==> config.mk <==
export PLATFORM = sky130hd
export DESIGN_NAME = eth_f_pkt_tx_shaper
export DESIGN_NICKNAME = d
export VERILOG_FILES = /design/src/rtl/eth_f_pkt_tx_shaper.sv
export SDC_FILE = /design/constraint.sdc
export NUM_CORES = 1
export LEC_CHECK = 0
export CORE_UTILIZATION = 45
export DETAILED_ROUTE_END_ITERATION = 16
export PLACE_DENSITY = 0.79
export SLEW_MARGIN = 20
export SYNTH_ARGS = -nofsm -noshare
export SYNTH_HDL_FRONTEND = slang
export SYNTH_SLANG_ARGS = --single-unit
==> constraint.sdc <==
create_clock -name clk -period 2.5 [get_ports clk]
set_input_delay 0.5 -clock clk [delete_from_list [all_inputs] [get_ports clk]]
set_output_delay 0.5 -clock clk [all_outputs]
set_load 0.005 [all_outputs]
==> src/rtl/eth_f_pkt_tx_shaper.sv <==
// Packet TX shaper: pops show-ahead generator words, checks SOP/EOP framing, enforces
// a programmable inter-packet gap and drives a valid/ready TX port through a 2-entry skid buffer.
module eth_f_pkt_tx_shaper #(
  parameter int DATA_BCNT = 8,
  parameter int CTRL_BCNT = 2,
  parameter int EMPTY_W   = 3,
  parameter int IPG_W     = 8,
  parameter int CNT_W     = 32
) (
  input  logic                   clk,
  input  logic                   rst,
  output logic                   tx_pkt_req,
  input  logic                   tx_pkt_rdata_vld,
  input  logic [DATA_BCNT*8-1:0] tx_pkt_rdata,
  input  logic [CTRL_BCNT*8-1:0] tx_pkt_rdata_ctrl,
  input  logic                   cfg_tx_en,
  input  logic [IPG_W-1:0]       cfg_ipg_cycles,
  input  logic                   cfg_cnt_clr,
  output logic                   tx_valid,
  input  logic                   tx_ready,
  output logic [DATA_BCNT*8-1:0] tx_data,
  output logic                   tx_sop,
  output logic                   tx_eop,
  output logic [EMPTY_W-1:0]     tx_empty,
  output logic [CNT_W-1:0]       stat_pkt_cnt,
  output logic [CNT_W-1:0]       stat_err_cnt,
  output logic                   busy
);

  localparam int DATA_W = DATA_BCNT * 8;
  localparam int CTRL_W = CTRL_BCNT * 8;

  localparam logic [1:0] ST_IDLE = 2'd0;
  localparam logic [1:0] ST_XFER = 2'd1;
  localparam logic [1:0] ST_GAP  = 2'd2;

  typedef struct packed {
    logic               sop;
    logic               eop;
    logic [EMPTY_W-1:0] empty;
    logic [DATA_W-1:0]  data;
  } beat_t;

  logic [1:0]       state_q, state_d;
  logic [IPG_W-1:0] gap_q, gap_d;
  beat_t            skid_q [2];
  beat_t            skid_d [2];
  logic             wr_ptr_q, wr_ptr_d;
  logic             rd_ptr_q, rd_ptr_d;
  logic [1:0]       skid_cnt_q, skid_cnt_d;
  logic [CNT_W-1:0] pkt_cnt_q, pkt_cnt_d;
  logic [CNT_W-1:0] err_cnt_q, err_cnt_d;

  logic  state_allows;
  logic  pop;
  logic  push;
  logic  rd;
  logic  err_inc;
  beat_t in_beat;
  beat_t head;
  logic  ctrl_unused;

  assign in_beat.sop   = tx_pkt_rdata_ctrl[CTRL_W-1];
  assign in_beat.eop   = tx_pkt_rdata_ctrl[CTRL_W-2];
  assign in_beat.empty = tx_pkt_rdata_ctrl[EMPTY_W-1:0];
  assign in_beat.data  = tx_pkt_rdata;
  assign ctrl_unused   = ^tx_pkt_rdata_ctrl[CTRL_W-3:EMPTY_W];

  always_comb begin
    state_allows = 1'b0;
    case (state_q)
      ST_IDLE: state_allows = cfg_tx_en;
      ST_XFER: state_allows = 1'b1;
      default: state_allows = 1'b0;
    endcase
  end

  // Request depends on registered state only, never on tx_ready.
  assign tx_pkt_req = state_allows & (skid_cnt_q != 2'd2);
  assign pop        = tx_pkt_req & tx_pkt_rdata_vld;

  assign head     = skid_q[rd_ptr_q];
  assign tx_valid = (skid_cnt_q != 2'd0);
  assign rd       = tx_valid & tx_ready;
  assign tx_data  = head.data;
  assign tx_sop   = head.sop;
  assign tx_eop   = head.eop;
  assign tx_empty = head.empty;

  // Framing FSM and gap counter.
  always_comb begin
    // NOTE: every next-state signal takes a default first, so no path leaves it unassigned and no latch is inferred.
    state_d = state_q;
    gap_d   = gap_q;
    push    = 1'b0;
    err_inc = 1'b0;
    case (state_q)
      ST_IDLE: begin
        if (pop) begin
          if (!in_beat.sop) begin
            err_inc = 1'b1;
          end else begin
            push = 1'b1;
            if (!in_beat.eop) begin
              state_d = ST_XFER;
            end else if (cfg_ipg_cycles != '0) begin
              state_d = ST_GAP;
              gap_d   = cfg_ipg_cycles;
            end
          end
        end
      end
      ST_XFER: begin
        if (pop) begin
          push = 1'b1;
          if (in_beat.sop) err_inc = 1'b1;
          if (in_beat.eop) begin
            if (cfg_ipg_cycles != '0) begin
              state_d = ST_GAP;
              gap_d   = cfg_ipg_cycles;
            end else begin
              state_d = ST_IDLE;
            end
          end
        end
      end
      ST_GAP: begin
        if (gap_q <= IPG_W'(1)) begin
          state_d = ST_IDLE;
          gap_d   = '0;
        end else begin
          gap_d = gap_q - IPG_W'(1);
        end
      end
      default: state_d = ST_IDLE;
    endcase
  end

  always_comb begin
    skid_d     = skid_q;
    wr_ptr_d   = wr_ptr_q;
    rd_ptr_d   = rd_ptr_q;
    skid_cnt_d = skid_cnt_q;
    if (push) begin
      skid_d[wr_ptr_q] = in_beat;
      wr_ptr_d         = ~wr_ptr_q;
    end
    if (rd) rd_ptr_d = ~rd_ptr_q;
    case ({push, rd})
      2'b10:   skid_cnt_d = skid_cnt_q + 2'd1;
      2'b01:   skid_cnt_d = skid_cnt_q - 2'd1;
      default: skid_cnt_d = skid_cnt_q;
    endcase
  end

  // Saturating statistics; a clear wins over a same-cycle increment.
  always_comb begin
    pkt_cnt_d = pkt_cnt_q;
    err_cnt_d = err_cnt_q;
    if (cfg_cnt_clr) begin
      pkt_cnt_d = '0;
      err_cnt_d = '0;
    end else begin
      if (rd && head.eop && !(&pkt_cnt_q)) pkt_cnt_d = pkt_cnt_q + CNT_W'(1);
      if (err_inc && !(&err_cnt_q))        err_cnt_d = err_cnt_q + CNT_W'(1);
    end
  end

  always_ff @(posedge clk) begin
    if (rst) begin
      state_q    <= ST_IDLE;
      gap_q      <= '0;
      // NOTE: the two skid entries are reset too, so tx_data/sop/eop/empty read 0 out of reset rather than X.
      skid_q     <= '{default: '0};
      wr_ptr_q   <= 1'b0;
      rd_ptr_q   <= 1'b0;
      skid_cnt_q <= 2'd0;
      pkt_cnt_q  <= '0;
      err_cnt_q  <= '0;
    end else begin
      // NOTE: non-blocking assignments so every flop samples the pre-edge value of the others.
      state_q    <= state_d;
      gap_q      <= gap_d;
      skid_q     <= skid_d;
      wr_ptr_q   <= wr_ptr_d;
      rd_ptr_q   <= rd_ptr_d;
      skid_cnt_q <= skid_cnt_d;
      pkt_cnt_q  <= pkt_cnt_d;
      err_cnt_q  <= err_cnt_d;
    end
  end

  assign stat_pkt_cnt = pkt_cnt_q;
  assign stat_err_cnt = err_cnt_q;
  assign busy         = (state_q != ST_IDLE) | (skid_cnt_q != 2'd0);

endmodule
# Word-level counts from Yosys, hierarchy flattened
# Index checks and enable logic that the tools add are counted.
# word_totals
input_bits,94
reg_bits,216
elab_cells,91
out_inout_bits,136
# op_classes
addsub,5
bitwise_logic,8
magnitude_cmp,4
n_reduce_logical,17
n_mux,31
eq_ne,11
# ops
operator,count
69-bit two-way mux,4
138-bit bitwise mux,1
69-bit demux with 1-bit select,1
"32-bit by 1-bit adder with 32-bit output, second input constant",2
32-bit AND reduction,2
8-bit two-way mux,6
8-bit case mux with 3 select lines,1
2-bit two-way mux,8
"2-bit != test, second input constant",6
"8-bit by 1-bit <= comparator with 1-bit output, second input constant",1
8-bit nonzero test,1
"8-bit by 1-bit subtractor with 8-bit output, second input constant",1
1-bit case mux with 2 select lines,3
2-bit case mux with 3 select lines,1
6-bit AND reduction,1
2-bit nonzero test,3
1-bit two-way mux,5
"2-bit by 1-bit == test with 1-bit output, second input constant",2
"2-bit == test, second input constant",2
"2-bit >= comparator, second input constant",2
1-bit logical AND,4
1-bit NOT with 2-bit output,2
2-bit case mux with 2 select lines,1
4-bit AND reduction,1
other kinds (11),15

# Depth between registers and ports, before layout
# logic_depth
ltp_word,8
depth_mapped,12
ltp_nobuf,8

# Worst setup path before layout
# Ideal clock, no wire load.
# synth_path
path_kind,register to register
start,reg state_q[0]
end,reg skid_q[31] in the netlist's numbering
required_time_ns,2.368
path_slack_ns,0.159
setup_time_ns,0.132
period_less_slack_ns,2.341
stages_incl_launch_ff,13
n_path_buf,5
t_arrival_ns,2.209
path_cell_list,dfxtp_1 inv_1 ha_1 buf_2 a21oi_1 or4b_1 buf_2 or2_1 buf_2 buf_4 buf_2 nand2_1 a21oi_1
# synth_via
elab_chain_cells,6
word_cells_on_any_way,8
classes_between,eq/ne: 1; mux: 4; bitwise: 2; reduce/logical: 1
# synth_rtl
item,line_no,text
"start, declared",44,"logic [1:0] state_q, state_d;"
"start signal, assigned",182,state_q <= state_d;
2-bit by 1-bit == test with 1-bit output / 2-bit zero test (equally long branches),"71, 97",
1-bit case mux with 2 select lines,71,case (state_q)
1-bit AND,79,assign tx_pkt_req = state_allows & (skid_cnt_q != 2'd2);
1-bit AND,80,assign pop = tx_pkt_req & tx_pkt_rdata_vld;
"1-bit two-way mux, on equally long branches","114, 99",
1-bit case mux with 2 select lines *,97,case (state_q)
"end signal, assigned",184,skid_q <= skid_d;
"end, declared",46,beat_t skid_q [2];
# Mark *: on every way between the ends. The rest lies on a longest branch, timed or not.
# A chain may end at the register's enable or synchronous reset.

# Final worst setup path
# layout_path
start,reg rd_ptr_q
end,out tx_data[12]
# layout_via
elab_chain_cells,4
# layout_rtl
item,line_no,text
"start, declared",49,"logic rd_ptr_q, rd_ptr_d;"
"start signal, assigned",186,rd_ptr_q <= rd_ptr_d;
1-bit NOT with 2-bit output (implied by the code),82,assign head = skid_q[rd_ptr_q];
69-bit two-way mux (implied by the code) (3 in series),82,
"end, declared",21,"output logic [DATA_BCNT*8-1:0] tx_data,"
# No other way between the ends. The select of a mux whose other input is x is not followed.

==> flow_metrics.py <==
metrics = {
    "yosys": {
        "syn-num-nets": 1312,
        "synth_ff_type": "dfxtp_1",
        "synth.distinct_cells": 66,
        "yosysMostFrequentCell": "nand2_1",
        "netlist_top_cells_area": "dfxtp_1, nand2_1, a21oi_1, mux2_2, clkbuf_1",
        "syn_area_um2": 9796,
        "avgSynthCellArea_um2": 8.096,
        "yosysWarnings": 0,
        "synth_commonest_cells": "nand2_1, dfxtp_1, a21oi_1, mux2_2, clkbuf_1",
        "ys_ff_latch": 216,
        "synth_top_area_share_pct": 44.14,
        "synth_edf_count": 0,
        "synth_area_leader_cell": "dfxtp_1",
        "syn_inst": 1210,
        "synthArstFlopShare_pct": 0,
        "yosysSeqAreaShare_pct": 44.14,
    },
    "sta": {
        "slew_viol_final": 0,
        "period_minus_slack_ps": 2465,
        "skew_ps": 14.77,
        "rsz0062_at_grt": "yes",
        "relSlewSlack_pct": 52.04,
        "finalCritPeriodShare_pct": 98.61,
        "setup_slack_ps": 34.64,
        "worstMarginPinSlew_ps": 719.4,
        "setup_viol": 0,
        "max_freq_ghz": 0.4056,
        "hold_viol": 0,
    },
    "worst_setup_path": {
        "crit_required_ps": 2000,
        "r2r_cells": 5,
        "cpPeakStageDelay_ps": 440,
        "worstSetupPathType": "register to output pin",
        "critPathTopFamily": "buffers and inverters",
        "cp-end-kind": "output pin",
        "rrSetupSlack_ps": 200,
        "crit_path_max_fanout": 19,
        "r2r_end": "stat_pkt_cnt[28]$_SDFFE_PP0P_",
        "reg2reg_from": "stat_pkt_cnt[3]$_SDFFE_PP0P_",
        "crit_slowest_cell": "dfxtp_4",
        "worstPathCellList": "buf_16 > mux2_2 > clkdlybuf4s50_1",
        "cp.buffers_inverters": 2,
        "arrival_ps": 1970,
        "start_kind": "register",
    },
    "min_path": {
        "whs_path_depth": 4,
        "holdPathEnd": "stat_err_cnt[6]$_SDFFE_PP0P_",
        "hold_start": "rst",
        "hold_path_class": "input pin to register",
    },
    "layout": {
        "nets": 1548,
        "utilization_pct": 64.72,
        "stdcell_area_um2": 13690,
        "syn_to_final_growth_pct": 39.76,
        "n_fill_cell": 1748,
        "multi_input_area_um2": 5081,
        "drive_gt1_share_pct": 14.63,
        "regArea_um2": 4329,
    },
    "status": {
        "status": "finished, final reports clean",
    },
    "pwr": {
        "p_per_area_nw_per_um2": 756.0,
        "p_leak_uw": 0.005678,
        "peakVddDrop_mv": 0.5941,
    },
    "floorplan": {
        "core_um2": 21150,
        "die_h_um": 149.5,
        "boundaryPins": 230,
        "start_util_pct": 46.31,
        "die_area_um2": 22360,
        "row_count": 53,
        "die_w_um": 149.5,
    },
    "clock_network": {
        "htree_num_levels": 1,
        "cts_root_buffer": "clkbuf_16",
        "cts_tree": "yes",
        "clock_path_buffers": 3,
        "cts-buffers-inserted": 25,
        "cts_hold_buffers": 0,
        "cts.sinks": 216,
        "clk_latency_ps": 520,
        "clk_pin_slew_ps": 60,
    },
    "placement": {
        "pre_cts_ws_ps": -114.4,
        "port_buffers": 218,
        "routabilityCongestion": 0.8461,
        "place_area_um2": 12580,
        "dpl.hpwl_um": 17720,
    },
    "routing": {
        "drt_iter0_drc": 439,
        "avgViaCountPerCell": 5.439,
        "vias": 9458,
        "drc": 0,
        "ant_nets": 0,
        "wl_per_cell_um": 15.80,
        "wl_um": 27470,
        "firstDrtPassIters": 5,
    },
    "global_routing": {
        "grt_max_degree": 164,
        "grt_usage_pct": 23.50,
        "grt_pass1_vias": 8837,
        "antenna_found_initial": 1,
        "overflow": 0,
        "grt_pass1_wl_um": 43410,
    },
    "flow_run": {
        "maxCapViolCount": 0,
    },
}
==> what timing repair did <==
item                       CTS  global route
gates cloned                 0             2
buffers inserted             2             8
setup endpoints to repair   26            46
resized for setup           32            44
pin swaps                    0             0
==> metrics by stage <==
| step | std cells | power (uW) | setup TNS [ps] | hold WS [ps] |
|---|---|---|---|---|
| final | 1739 | 10350 | 0 | 442.5 |
| after detailed placement | 1682 | 6571 | -8658 | 443.1 |
| after floorplan | 1210 | 5399 | 0 | 432.9 |
| after CTS | 1728 | 10340 | -15.42 | 431.4 |
| after global placement | 1682 | 6522 | -4385 | 437.7 |
| after global routing | 1739 | 10830 | -25.13 | 459.5 |
==> sequential cells by signal (all words and copies together) (netlist names) <==
name and count:
skid_q 138, stat_err_cnt 32, stat_pkt_cnt 32, gap_q 8, skid_cnt_q 2, state_q 2
rd_ptr_q 1, wr_ptr_q 1
==> report_power, final <==
group	total (uW)	switching (uW)	leakage, uW	internal [uW]
registers	3920	193	0.00175	3730
logic	2680	1310	0.00350	1370
clock network	3750	1450	0.000431	2300
total	10400	2950	0.00568	7400
==> worst max path at each step <==
stage / end / start / slack [ps] / cells after the start
floorplan: skid_q[31]$_SDFFE_PP0P_ / state_q[0]$_SDFFE_PP0P_ / 160 / 12
global placement: skid_q[41]$_SDFFE_PP0P_ / cfg_tx_en / -80 / 7
detailed placement: skid_q[34]$_SDFFE_PP0P_ / cfg_tx_en / -110 / 7
CTS: tx_data[7] / rd_ptr_q$_SDFFE_PP0P_ / -9 / 3
global route: tx_data[12] / rd_ptr_q$_SDFFE_PP0P_ / -30 / 3
finish: tx_data[12] / rd_ptr_q$_SDFFE_PP0P_ / 30 / 3
==> layer usage <==
| layer | GRT usage, % | up-vias | share of wire, % |
|---|---|---|---|
| met2 | 40.12 | 251 | 49 |
| met5 | 0 | - | 0 |
| met1 | 29.43 | 4460 | 43 |
| li1 | - | 4694 | - |
| met4 | 8.776 | 0 | 2.7 |
| met3 | 4.116 | 53 | 5.4 |
==> worst reg2reg max path: stages, from the launching register on <==
cell	delay, ps
dfxtp_1	400
and4_1	400
nand4_4	140
or4b_1	690
or4_1	440
a21oi_1	160
==> final cells by class <==
| class | instances | area share [%] |
|---|---|---|
| Multi-Input combinational cell | 892 | 37.11 |
| Timing Repair Buffer | 288 | 21.84 |
| Tap cell | 275 | 2.513 |
| Antenna cell | 1 | 0.01828 |
| Sequential cell | 216 | 31.62 |
| Clock buffer | 35 | 5.502 |
| Inverter | 23 | 0.6306 |
| Clock inverter | 9 | 0.7585 |
==> cell usage in the layout (no fill, tap or decap), types with 8 or more instances in the layout <==
cell type        count
mux2_2              69
clkbuf_16           27
nor3_1              13
o31ai_1             10
dfxtp_1            214
clkbuf_8             9
dlygate4sd2_1       24
o21ai_0             30
mux2i_1              9
a31oi_1              8
or3_1               30
buf_12              12
dlymetal6s2s_1      44
nand2_1            320
or4_1               12
inv_1               21
buf_4               56
nand3_1             19
nor2_1              44
xnor2_1              9
clkdlybuf4s50_1    149
nand4_1             22
nor4_1              13
a21oi_1            184
==> cell families (layout without fill, tap and decap cells) <==
group	Yosys count	after routing	share of synthesized area [%]
other cells	0	1	0
buf+inv	102	355	4.368
simple gates	512	512	24.01
fa+ha+maj	8	8	1.022
xor+xnor	14	14	1.252
mux	78	78	8.852
compound gates	280	280	16.35
flops	216	216	44.14
Note: power is estimated with default switching activity, not from simulation.
